$ cat src/rtl/hazard_scoreboard.sv
// Interlock and forwarding controller: a shift-register scoreboard of in-flight register
// writes past ID drives the ID stall/bubble, registered EX forward selects and a stall counter.
module hazard_scoreboard #(
  parameter int REG_ADDR_LEN = 5,
  parameter int DEPTH        = 3,
  parameter int ALU_LAT      = 1,
  parameter int LOAD_LAT     = 2,
  parameter int CNT_W        = 16,
  localparam int SEL_W       = $clog2(DEPTH + 1)
) (
  input  logic                    clk,
  input  logic                    rst,
  input  logic                    id_valid,
  input  logic [REG_ADDR_LEN-1:0] id_rs,
  input  logic [REG_ADDR_LEN-1:0] id_rt,
  input  logic                    id_rs_used,
  input  logic                    id_rt_used,
  input  logic                    id_wr_en,
  input  logic [REG_ADDR_LEN-1:0] id_wr_addr,
  input  logic                    id_is_load,
  input  logic                    flush,
  output logic                    stall,
  output logic                    bubble,
  output logic [SEL_W-1:0]        fwd_a_sel,
  output logic [SEL_W-1:0]        fwd_b_sel,
  output logic [CNT_W-1:0]        stall_cnt
);

  // Entry k is the instruction that left ID k cycles ago; ld_q selects LOAD_LAT vs ALU_LAT.
  logic                    v_q     [1:DEPTH];
  logic [REG_ADDR_LEN-1:0] waddr_q [1:DEPTH];
  logic                    ld_q    [1:DEPTH];

  logic [SEL_W-1:0] sel_a_s, sel_b_s;
  logic [SEL_W-1:0] fwd_a_q, fwd_a_d, fwd_b_q, fwd_b_d;
  logic             haz_a_s, haz_b_s, stall_s, bubble_s, new_v_s;
  logic [CNT_W-1:0] cnt_q, cnt_d;

  // A producer at distance k is not yet forwardable while k < lat - ALU_LAT + 1.
  function automatic logic is_hazard(input int k, input logic ld);
    int lat;
    lat = ld ? LOAD_LAT : ALU_LAT;
    return (k < (lat - ALU_LAT + 1));
  endfunction

  // Youngest-match search: scan oldest to youngest so the smallest k overwrites.
  always_comb begin
    sel_a_s = '0;
    sel_b_s = '0;
    haz_a_s = 1'b0;
    haz_b_s = 1'b0;
    for (int k = DEPTH; k >= 1; k--) begin
      if (id_rs_used && v_q[k] && (waddr_q[k] == id_rs) && (id_rs != '0)) begin
        sel_a_s = SEL_W'(k);
        haz_a_s = is_hazard(k, ld_q[k]);
      end else begin
        sel_a_s = sel_a_s;
      end
      if (id_rt_used && v_q[k] && (waddr_q[k] == id_rt) && (id_rt != '0)) begin
        sel_b_s = SEL_W'(k);
        haz_b_s = is_hazard(k, ld_q[k]);
      end else begin
        sel_b_s = sel_b_s;
      end
    end
  end

  // Stall/bubble decision, next forward selects, new entry 1 and saturating counter.
  always_comb begin
    stall_s  = id_valid && (haz_a_s || haz_b_s) && !flush;
    bubble_s = stall_s || flush;
    new_v_s  = id_valid && id_wr_en && (id_wr_addr != '0) && !bubble_s;
    fwd_a_d  = bubble_s ? '0 : sel_a_s;
    fwd_b_d  = bubble_s ? '0 : sel_b_s;
    cnt_d    = cnt_q;
    if (stall_s && (cnt_q != {CNT_W{1'b1}})) begin
      cnt_d = cnt_q + CNT_W'(1);
    end else begin
      cnt_d = cnt_q;
    end
  end

  // Scoreboard shift, forward-select and counter registers with synchronous active-low reset.
  always_ff @(posedge clk) begin
    if (!rst) begin
      for (int k = 1; k <= DEPTH; k++) begin
        v_q[k]     <= 1'b0;
        waddr_q[k] <= '0;
        ld_q[k]    <= 1'b0;
      end
      fwd_a_q <= '0;
      fwd_b_q <= '0;
      cnt_q   <= '0;
    end else begin
      for (int k = DEPTH; k >= 2; k--) begin
        v_q[k]     <= v_q[k-1];
        waddr_q[k] <= waddr_q[k-1];
        ld_q[k]    <= ld_q[k-1];
      end
      v_q[1]     <= new_v_s;
      waddr_q[1] <= id_wr_addr;
      ld_q[1]    <= id_is_load;
      fwd_a_q    <= fwd_a_d;
      fwd_b_q    <= fwd_b_d;
      cnt_q      <= cnt_d;
    end
  end

  assign stall     = stall_s;
  assign bubble    = bubble_s;
  assign fwd_a_sel = fwd_a_q;
  assign fwd_b_sel = fwd_b_q;
  assign stall_cnt = cnt_q;

endmodule

$ cat config.mk
export PLATFORM = sky130hd
export DESIGN_NAME = hazard_scoreboard
export DESIGN_NICKNAME = d
export VERILOG_FILES = /design/src/rtl/hazard_scoreboard.sv
export SDC_FILE = /design/constraint.sdc
export NUM_CORES = 1
export LEC_CHECK = 0
export CAP_MARGIN = 10
export CORE_MARGIN = 1
export CORE_UTILIZATION = 30
export CTS_CLUSTER_SIZE = 12
export DETAILED_ROUTE_END_ITERATION = 12
export PLACE_DENSITY_LB_ADDON = 0.15
export SYNTH_ARGS = -nofsm -noshare
export SYNTH_HDL_FRONTEND = slang
export SYNTH_SLANG_ARGS = --single-unit
$ cat constraint.sdc
create_clock -name clk -period 7.8 [get_ports clk]
set_clock_uncertainty 0.1 [all_clocks]
set_input_delay 2.34 -clock clk [delete_from_list [all_inputs] [get_ports clk]]
set_output_delay 2.34 -clock clk [all_outputs]
set_load 0.05 [all_outputs]
==> results.md <==
- Period minus WS final: 7160 ps
- Register cell area after layout: 781 sq um
- Chip height: 81.3 microns
- Yosys cell types: 32
- Resized cells post-CTS: 0
- CP Launch Point: id_rs[0]
- Synth Area in Adders: 0.663%
- Hold Path Class: flip-flop to flip-flop
- Most instantiated cells after synthesis: dfxtp_1 (39), xnor2_1 (26), and2_1 (19)
- Antenna fix cells: 0
- Max-cap violations: 0
- Initial Util: 31.5%
- Post-synthesis xor/xnor area fraction: 14.4%
- Outcome: finished clean
- Worst Hold Slack: 401 ps
- VDD IR max: 0.0640 mV
- Total power of the final layout: 0.375 mW
- Fill count: 620
- Crit-path max cell delay: 700 ps
- DRT Wirelength: 4250 microns
- Number of H-tree levels: 2
- Peak Freq: 140 MHz
- I/O pins: 45
- Crit path cell chain: clkdlybuf4s50_1, or4_1, o21ai_2, nor3_2, nor2_2, o21bai_1, clkdlybuf4s50_1
- Remaining Overflow, GRT: 0
- Setup_tns: 0 ps
- Multi-input gate area: 1040 sq um
- Mux share of post-synthesis cell area: 1.06%
- Slowest cell on the critical path: clkdlybuf4s50_1
- Pwr per Cell Area: 152 nW/um^2
- Layout area overhead: 30.4%
- Post-CTS Hold Fix Bufs: 0
- Vias in the first global route: 1504
- Util after Layout: 41.1%
- Root buffer cell: clkbuf_8
- Pleak: 0.756 nW
- Inserted Clock Buffers: 5
- Type of origin of the critical path: primary input
- Skew-Pair Late Insertion Delay: 280 ps
- Ys async rst share: 0%
- RePlAce Congestion: 0.845
- Fin crit share: 91.8%
- WS Path Type: primary input to output port
- Largest net degree at the start of global routing: 27
- Slew Limit Fails: 0
- Mapped Nets: 234
- Global-route wire length before repair: 7140 microns
- Reg-to-reg critical path startpoint: stall_cnt[0]$_SDFFE_PN0P_
- ANT nets after route: 0
- Ys Warns: 0
- Number of remaining DRC errors: 0
- Mapped Cells: 210
- Largest family of logic cells by synthesized area: simple AND/OR/NAND/NOR gates
- Synth Area in Compound Gates: 11.9%
- Crit path DAT: 4720 ps
- Die ar.: 6610 sq um
- Most frequent CP cell: clkdlybuf4s50_1
- Initial DRT Pass Iterations: 4
- Number of cell rows: 28
- Post-synth EDFFs: 0
- Layout cell share with drive strength beyond 1: 5.84%
- Clk buf depth: 2
- Clock tree from TritonCTS: yes
- HPWL after DPL: 3260 microns
- CP max FO: 4
- Worst EP required: 5360 ps
- Primary FF master, synth: dfxtp_1
- Simple-gate area share of the yosys netlist: 27.3%
- Min-delay src: stall_cnt[10]$_SDFFE_PN0P_
- Clock Pin Slew Worst Setup and Hold Paths: 70 ps
- Worst-margin pin slew: 800 ps
- Area leader, netlist: dfxtp_1
- Core ar.: 5990 sq um
- DR vias: 1614
- Total clock sinks: 39
- Cell with the most instances after synthesis: dfxtp_1
- Share of Yosys cell area claimed by the top area cell type: 41.4%
- Yosys reg bits: 39
- Fin nets: 280
- Sequential share of the synthesized area: 41.4%
- Synth top area cells: dfxtp_1 (41%), xnor2_1 (12%), and2_1 (6.3%)
- Port buffer count: 44
- Relative max-transition margin: 46.5%
- Initial DRC count: 77
- GRT Util Overall: 14.3%
- Critical Path Sink Type: output port
- Setup-failing EPs final: 0
- Synthesized area per cell: 8.99 sq um
- Via/cell ratio: 4.86
- Mapped Area: 1890 sq um
- Drt wl/cell: 12.8 microns
- RSZ-0062 raised after global routing: no
- Post-CTS setup buffer count: 0
- Hold Fails Final Rpt: 0
- Initial antenna violation count: 0
- Die W: 81.3 microns
-- cell families (layout without fill, tap and decap cells) --
| family | count (synthesis) | after routing |
|---|---|---|
| fa+ha+maj | 1 | 1 |
| buf+inv | 10 | 57 |
| mux | 2 | 2 |
| simple gates | 92 | 92 |
| flops | 39 | 39 |
| xor+xnor | 31 | 31 |
| compound gates | 35 | 35 |
-- report_power, final --
part / leakage (nW) / total (mW) / switching (mW) / internal, mW
sequential: 0.317 / 0.207 / 0.00385 / 0.203
clock: 0.0422 / 0.129 / 0.0665 / 0.0627
combinational: 0.397 / 0.0393 / 0.0172 / 0.0221
total: 0.756 / 0.375 / 0.0876 / 0.288
-- routing by layer --
metal | track usage, % | part of all wire, % | vias to the layer above
li1 | - | - | 834
met1 | 19.0 | 49 | 735
met2 | 21.9 | 44 | 39
met3 | 3.93 | 6.2 | 6
met4 | 4.82 | 1.3 | 0
met5 | 0 | 0 | -
-- layout make-up --
cell class,instances,area share (%)
Inverter,4,0.610
Tap cell,75,3.81
Clock buffer,7,3.10
Clock inverter,1,0.203
Timing Repair Buffer,45,18.2
Multi-Input combinational cell,161,42.4
Sequential cell,39,31.7
-- state kept, by name (all words and copies together) (netlist names) --
signal,cells
waddr_q,15
v_q,3
stall_cnt,16
fwd_a_sel,2
fwd_b_sel,2
ld_q,1
-- critical path, delay by kind of cell --
kind	cells	cell delay, ps
AO/OA/AOI/OAI	2	300
AND/OR/NAND/NOR	3	850
buffers and inverters	2	1220
-- layout by cell type (no fill, tap or decap), drive strengths merged --
cell and n:
nand4 8, o21bai 2, nand3 9, and2 19, nand2 15, xor2 5
a31oi 1, o211ai 1, a21oi 12, or3 5, nor3 11, o21ai 10
clkdlybuf4s50 44, buf 1, inv 4, nor4 3, clkbuf 7, ha 1
clkinv 1, mux2i 2, and3 1, dfxtp 39, or4 10, o21ba 1
nor2 9, o21a 2, xnor2 26, o31ai 6, nand2b 2
-- worst paths after layout --
kind	to	slack [ps]	cells after the start
worst max-delay path	bubble	640	7
worst max register to register	stall_cnt[6]$_SDFFE_PN0P_	5440	7
worst min register to register	stall_cnt[10]$_SDFFE_PN0P_	400	2
worst min-delay path	stall_cnt[10]$_SDFFE_PN0P_	400	2
-- through the flow --
stage          cell area, sq um  setup slack (ps)  instances
2_1_floorplan              1890              1210        210
3_3_place_gp               2380               632        324
3_5_place_dp               2380               633        324
4_1_cts                    2460               627        332
5_1_grt                    2460               490        332
6_report                   2460               642        332
Power figures use the tool's default switching activity.
